--- config.mk ---
export PLATFORM = sky130hd
export DESIGN_NAME = req_tagger
export DESIGN_NICKNAME = d
export VERILOG_FILES = /design/src/rtl/req_tagger.sv
export SDC_FILE = /design/constraint.sdc
export NUM_CORES = 1
export LEC_CHECK = 0
export BUFFER_PORTS_ARGS = -buffer_cell sky130_fd_sc_hd__buf_4
export CORE_UTILIZATION = 45
export DETAILED_ROUTE_END_ITERATION = 10
export GPL_TIMING_DRIVEN = 1
export HOLD_SLACK_MARGIN = 0.12
export PLACE_DENSITY = 0.71
export SYNTH_ARGS = -nofsm -noshare
export SYNTH_HDL_FRONTEND = slang
export SYNTH_SLANG_ARGS = --single-unit
export TNS_END_PERCENT = 10
--- constraint.sdc ---
create_clock -name clk -period 10.8 [get_ports clk]
set_clock_uncertainty 0.2 [all_clocks]
set_input_delay 2.16 -clock clk [delete_from_list [all_inputs] [get_ports clk]]
set_output_delay 2.16 -clock clk [all_outputs]
set_load 0.05 [all_outputs]
--- src/rtl/req_tagger.sv ---
// AR request tagger: assigns sequential tIDs, remembers each arid for the ROB,
// and caps outstanding requests at 2**TID_WIDTH so tIDs never alias.
module req_tagger #(
  parameter int ADDR_WIDTH = 64,
  parameter int ID_WIDTH   = 8,
  parameter int TID_WIDTH  = 4
) (
  input  logic                  clk,
  input  logic                  rst,
  input  logic                  arvalid_i,
  output logic                  arready_o,
  input  logic [ID_WIDTH-1:0]   arid_i,
  input  logic [ADDR_WIDTH-1:0] araddr_i,
  output logic                  req_valid_o,
  input  logic                  req_ready_i,
  output logic [TID_WIDTH-1:0]  req_tid_o,
  output logic [ADDR_WIDTH-1:0] req_addr_o,
  input  logic                  ret_valid_i,
  input  logic [TID_WIDTH-1:0]  ret_tid_i,
  output logic [ID_WIDTH-1:0]   ret_rid_o,
  output logic [TID_WIDTH:0]    outstanding_o,
  output logic                  empty_o,
  output logic                  err_o
);

  localparam int DEPTH = 1 << TID_WIDTH;
  localparam logic [TID_WIDTH:0] FULL_CNT = (TID_WIDTH+1)'(DEPTH);

  logic [TID_WIDTH-1:0]  alloc_ptr_q, alloc_ptr_d;
  logic [TID_WIDTH-1:0]  ret_ptr_q, ret_ptr_d;
  logic [TID_WIDTH:0]    count_q, count_d;
  logic [ID_WIDTH-1:0]   id_tbl_q [DEPTH];
  logic [ID_WIDTH-1:0]   id_tbl_d [DEPTH];
  logic                  req_valid_q, req_valid_d;
  logic [TID_WIDTH-1:0]  req_tid_q, req_tid_d;
  logic [ADDR_WIDTH-1:0] req_addr_q, req_addr_d;
  logic                  err_q, err_d;

  logic full;
  logic ar_hs;
  logic ret_ok;

  // Full uses the registered count only; a retire never bypasses into arready.
  assign full      = (count_q == FULL_CNT);
  assign arready_o = !full && (!req_valid_q || req_ready_i);
  assign ar_hs     = arvalid_i && arready_o;
  assign ret_ok    = ret_valid_i && (count_q != '0);

  always_comb begin
    alloc_ptr_d = alloc_ptr_q;
    ret_ptr_d   = ret_ptr_q;
    count_d     = count_q;
    id_tbl_d    = id_tbl_q;
    req_valid_d = req_valid_q;
    req_tid_d   = req_tid_q;
    req_addr_d  = req_addr_q;
    err_d       = err_q;

    if (ar_hs) begin
      req_valid_d           = 1'b1;
      req_tid_d             = alloc_ptr_q;
      req_addr_d            = araddr_i;
      id_tbl_d[alloc_ptr_q] = arid_i;
      alloc_ptr_d           = alloc_ptr_q + 1'b1;
    end else if (req_valid_q && req_ready_i) begin
      req_valid_d = 1'b0;
    end

    // Out-of-order retires are flagged but still consumed; empty retires are dropped.
    if (ret_valid_i) begin
      if (count_q == '0) begin
        err_d = 1'b1;
      end else begin
        ret_ptr_d = ret_ptr_q + 1'b1;
        if (ret_tid_i != ret_ptr_q) err_d = 1'b1;
      end
    end

    unique case ({ar_hs, ret_ok})
      2'b10:   count_d = count_q + 1'b1;
      2'b01:   count_d = count_q - 1'b1;
      default: count_d = count_q;
    endcase
  end

  always_ff @(posedge clk or posedge rst) begin
    if (rst) begin
      alloc_ptr_q <= '0;
      ret_ptr_q   <= '0;
      count_q     <= '0;
      req_valid_q <= 1'b0;
      req_tid_q   <= '0;
      req_addr_q  <= '0;
      err_q       <= 1'b0;
      for (int i = 0; i < DEPTH; i++) id_tbl_q[i] <= '0;
    end else begin
      alloc_ptr_q <= alloc_ptr_d;
      ret_ptr_q   <= ret_ptr_d;
      count_q     <= count_d;
      req_valid_q <= req_valid_d;
      req_tid_q   <= req_tid_d;
      req_addr_q  <= req_addr_d;
      err_q       <= err_d;
      id_tbl_q    <= id_tbl_d;
    end
  end

  assign req_valid_o   = req_valid_q;
  assign req_tid_o     = req_tid_q;
  assign req_addr_o    = req_addr_q;
  assign ret_rid_o     = id_tbl_q[ret_tid_i];
  assign outstanding_o = count_q;
  assign empty_o       = (count_q == '0);
  assign err_o         = err_q;

endmodule

# After elaboration in Yosys (flattened, before gate mapping)
# Index checks and enable logic that the tools add are counted.
dict set report op_classes {
  add_sub_neg 4
  magnitude_cmp 3
  eq_ne 4
  muxes 11
  n_bitwise 3
  reduce_logical 15
}
# operator count
set ops {}
lappend ops {{$bwmux 128} 1}
lappend ops {{$bmux 8 s4} 1}
lappend ops {{$demux 8 s4} 1}
lappend ops {{$mux 8} 3}
lappend ops {{$ge 5x5->1 const B} 2}
lappend ops {{$not 4->5} 2}
lappend ops {{$pmux 5 s2} 1}
lappend ops {{$add 4x1->4 const B} 2}
lappend ops {{$reduce_bool 2->1} 3}
lappend ops {{$add 5x1->5 const B} 1}
lappend ops {{$eq 5x5->1 const B} 1}
lappend ops {{$logic_and 1x1->1} 5}
lappend ops {{$logic_not 5->1} 1}
lappend ops {{$lt 5x1->1 const B} 1}
lappend ops {{$reduce_bool 5->1} 1}
lappend ops {{$sub 5x1->5 const B} 1}
lappend ops {{$mux 1} 4}
lappend ops {{$ne 4x4->1} 1}
lappend ops {{$reduce_and 2->1} 2}
lappend ops {{$eq 2x1->1 const B} 1}
lappend ops {{$eq 2x2->1 const B} 1}
lappend ops {{$logic_not 1->1} 2}
lappend ops {{$logic_or 1x1->1} 1}
lappend ops {{$not 1->1} 1}
dict set report totals {
  reg_bits 211
  input_bits 81
  word_cells 63
}

# Logic depth before layout (Yosys ltp)
dict set report logic_depth {
  ltp_word 6
  depth_mapped 15
  depth_no_buf 11
}

# Least setup slack after synthesis
# Ideal clock, no wire load.
dict set report synth_path {
  path_type {in2out}
  start {input ret_tid_i[0]}
  end {output ret_rid_o[0]}
  arrival_ns 3.635
  setup_slack_ns 4.805
  path_stages 5
  path_cell_list {buf_2 buf_2 mux4_2 a22oi_1 nand2_1}
}
dict set report synth_via {
  elab_chain_len 4
}
# element line
set synth_rtl {}
lappend synth_rtl {{start: declaration} 19} ;# input logic [TID_WIDTH-1:0] ret_tid_i,
lappend synth_rtl {{$not 4->5 (not written as such)} 111} ;# assign ret_rid_o = id_tbl_q[ret_tid_i];
lappend synth_rtl {{$bmux 8 s4} 111}
lappend synth_rtl {{$mux 8 (not written as such) (2 in a row)} 111}
lappend synth_rtl {{end: declaration} 20} ;# output logic [ID_WIDTH-1:0] ret_rid_o,
# Every way passes these cells. The select of a mux whose other input is x is not followed.

# Final worst setup path
dict set report layout_path {
  start {input ret_tid_i[0]}
  end {output ret_rid_o[7]}
}
# The elaborated chain is that of the path after synthesis.

==> metrics.yaml <==
worstSetupStartpoint: "ret_tid_i[0]"
root_buffer: "clkbuf_16"
port_buffers: 165
synthesis.nets: 679
dp_cells: 995
synth_top_family_by_area: "multiplexers"
diodes: 0
ys_seq_elements: 211
timing.rr.end: "outstanding_o[4]"
grt_setup_unrepaired: "false"
design_area_um2: 11800
yosysUniqueCellTypes: 44
synthFlopType: "dfrtp_1"
synth_cells: 590
clk_latency_ns: 0.50
io-pin-count: 166
syn-cell-area_um2: 9810
cts_htree_levels: 1
cpMaxStageDelayCell: "mux4_2"
gp_congestion: 0.793
slew-limit-headroom_pct: 22.2
grt_max_degree: 140
rows: 53
cp_top_family: "buffers and inverters"
wl_met2_um: 10800
clock_path_buffers: 3
synth_mux_area_share_pct: 34.0
drc: 0
cp.buffers_inverters: 2
worst-path-max-fanout: 33
yosysWarnings: 0
fin_cells: 1035
slew_viol_final: 0
grt_pass1_vias: 6036
synthSimpleGateAreaFrac_pct: 4.13
die_h_um: 150
worstSetupPathType: "in2out"
cts_tree: "done"
crit_top_cell: "buf_4"
hold_violations: 0
crit_chain: "buf_4, mux4_2, a22oi_1, nand2_1, buf_4"
gr-total-overflow: 0
avgSynthCellArea_um2: 16.6
timing.final.crit_share_pct: 58.1
ys_seq_area_share_pct: 53.8
post_cts_buffers: 0
initial_core_util_pct: 46.2
peakVddDrop_mv: 0.105
cts_buffers: 22
ff2ff_setup_slack_ns: 6.97
cp.required_ns: 8.44
core_um2: 21200
wl_met1_um: 8850
async_reset_ff_share_pct: 100
dpl_cell_area_um2: 11100
whs_ns: 0.282
synth-edff-count: 0
setup-violations-final: 0
synth_compound_area_share_pct: 2.00
cts_hold_buf: 0
drt_iter0_drc: 239
ctsResizeCount: 0
drt-total-wl_um: 21100
vias_per_cell: 5.31
area_growth_pct: 20.8
antenna_found_initial: 0
start_kind: "input pin"
total_leakage_power_nw: 5.49
fin_nets: 833
synth_fa_ha_area_share_pct: 1.02
power_mw: 3.38
ant_nets: 0
via_count: 5498
status: "finished, final reports clean"
hpwlAfterDp_um: 13900
hold_end: "err_o"
grt_usage_pct: 19.5
wire_per_inst_um: 20.4
holdPathStages: 1
period_needed_ns: 6.27
worstHoldStart: "err_o"
die_area_um2: 22400
tightest_slew_ns: 1.17
tns_ns: 0
holdCritPathClass: "reg2reg"
fmax_mhz: 160
synth-xor-area-share_pct: 1.43
p_per_area_nw_per_um2: 285
ff2ff_path_depth: 11
route.met3.wl_um: 966
drive_gt1_share_pct: 60.3
firstDrtPassIters: 4
highest_layer: "met4"
clock_sinks: 211
die_width_um: 150
rr_startpoint: "outstanding_o[1]"
max_stage_delay_ns: 0.59
critPathCaptureType: "primary output"
drv_cap: 0
grt_pass1_wl_um: 34000
cts.clk_slew.worst_paths_ns: 0.06
worstPathArrival_ns: 3.91
## metal layers
layer | vias to the layer above | track usage (%)
met2 | 130 | 33.8
met3 | 30 | 3.38
met1 | 2878 | 25.2
met4 | 0 | 4.95
met5 | - | 0
li1 | 2460 | -
## power by group
| part | total [mW] | leakage, nW | switching [mW] | internal, mW |
|---|---|---|---|---|
| sequential | 1.32 | 2.58 | 0.208 | 1.12 |
| combinational | 1.27 | 2.54 | 0.643 | 0.622 |
| clock | 0.791 | 0.369 | 0.309 | 0.482 |
| total | 3.38 | 5.49 | 1.16 | 2.22 |
## cell usage after synthesis, types with 5 or more instances
library cell	number	area, µm²
xor2_1	5	43.8
mux2_4	100	1500
a22oi_1	16	120
dfrtp_1	211	5280
buf_12	8	160
buf_2	5	25.0
buf_6	7	78.8
nand3_2	12	120
nand2_1	10	37.5
xnor2_1	11	96.3
mux4_2	32	721
mux2_2	98	1100
ha_1	8	100
clkbuf_1	13	48.8
## logic make-up after synthesis
logic type,after synthesis
AO/OA/AOI/OAI,28
AND/OR/NAND/NOR,54
XOR/XNOR,16
adder cells (fa/ha/maj),8
buffers and inverters,42
multiplexers,231
flip-flops,211
## registers in the layout, indices dropped and copies added (netlist names)
register,count
id_tbl_q,128
req_addr_o,64
outstanding_o,5
alloc_ptr_q,4
req_tid_o,4
ret_ptr_q,4
err_o,1
req_valid_o,1
## final cells by class
type	count	area, µm²
clock buffers	31	636
clock inverters	9	125
fillers	1675	9380
inverters	5	26.3
multi-input cells	337	4180
flip-flops and latches	211	5280
well taps	275	344
repair buffers	167	1250
## worst max-delay path by stage
stage,endpoint,cells after the start
finish,ret_rid_o[7],5
CTS,ret_rid_o[7],5
global placement,ret_rid_o[7],5
floorplan,alloc_ptr_q[0],1
detailed placement,ret_rid_o[0],5
global route,ret_rid_o[1],5
## layout by cell type (no fill, tap or decap), drive strengths merged, types with 2 or more instances in the layout
master / Yosys / routed
nand3b: 3 / 3
nor4: 2 / 2
nand2b: 2 / 2
a22oi: 16 / 16
bufinv: 0 / 3
and3: 6 / 6
xnor2: 11 / 11
mux2: 199 / 199
mux4: 32 / 32
buf: 23 / 167
nand2: 10 / 10
nor2b: 3 / 3
dfrtp: 211 / 211
clkinvlp: 0 / 2
nand3: 14 / 14
nor2: 3 / 3
a21oi: 4 / 4
xor2: 5 / 5
nor3: 2 / 2
clkinv: 0 / 4
o21ai: 3 / 3
inv: 5 / 5
clkbuf: 14 / 31
ha: 8 / 8
nand4: 2 / 2
and2: 2 / 2
or3b: 2 / 2
## stage by stage
step / util, % / setup WS, ns
final: 55.8 / 4.53
after global routing: 55.8 / 4.39
after CTS: 55.8 / 4.50
after detailed placement: 52.2 / 4.52
after global placement: 52.2 / 4.50
after floorplan: - / 2.67
No activity file was read; power rests on OpenSTA's default activity.
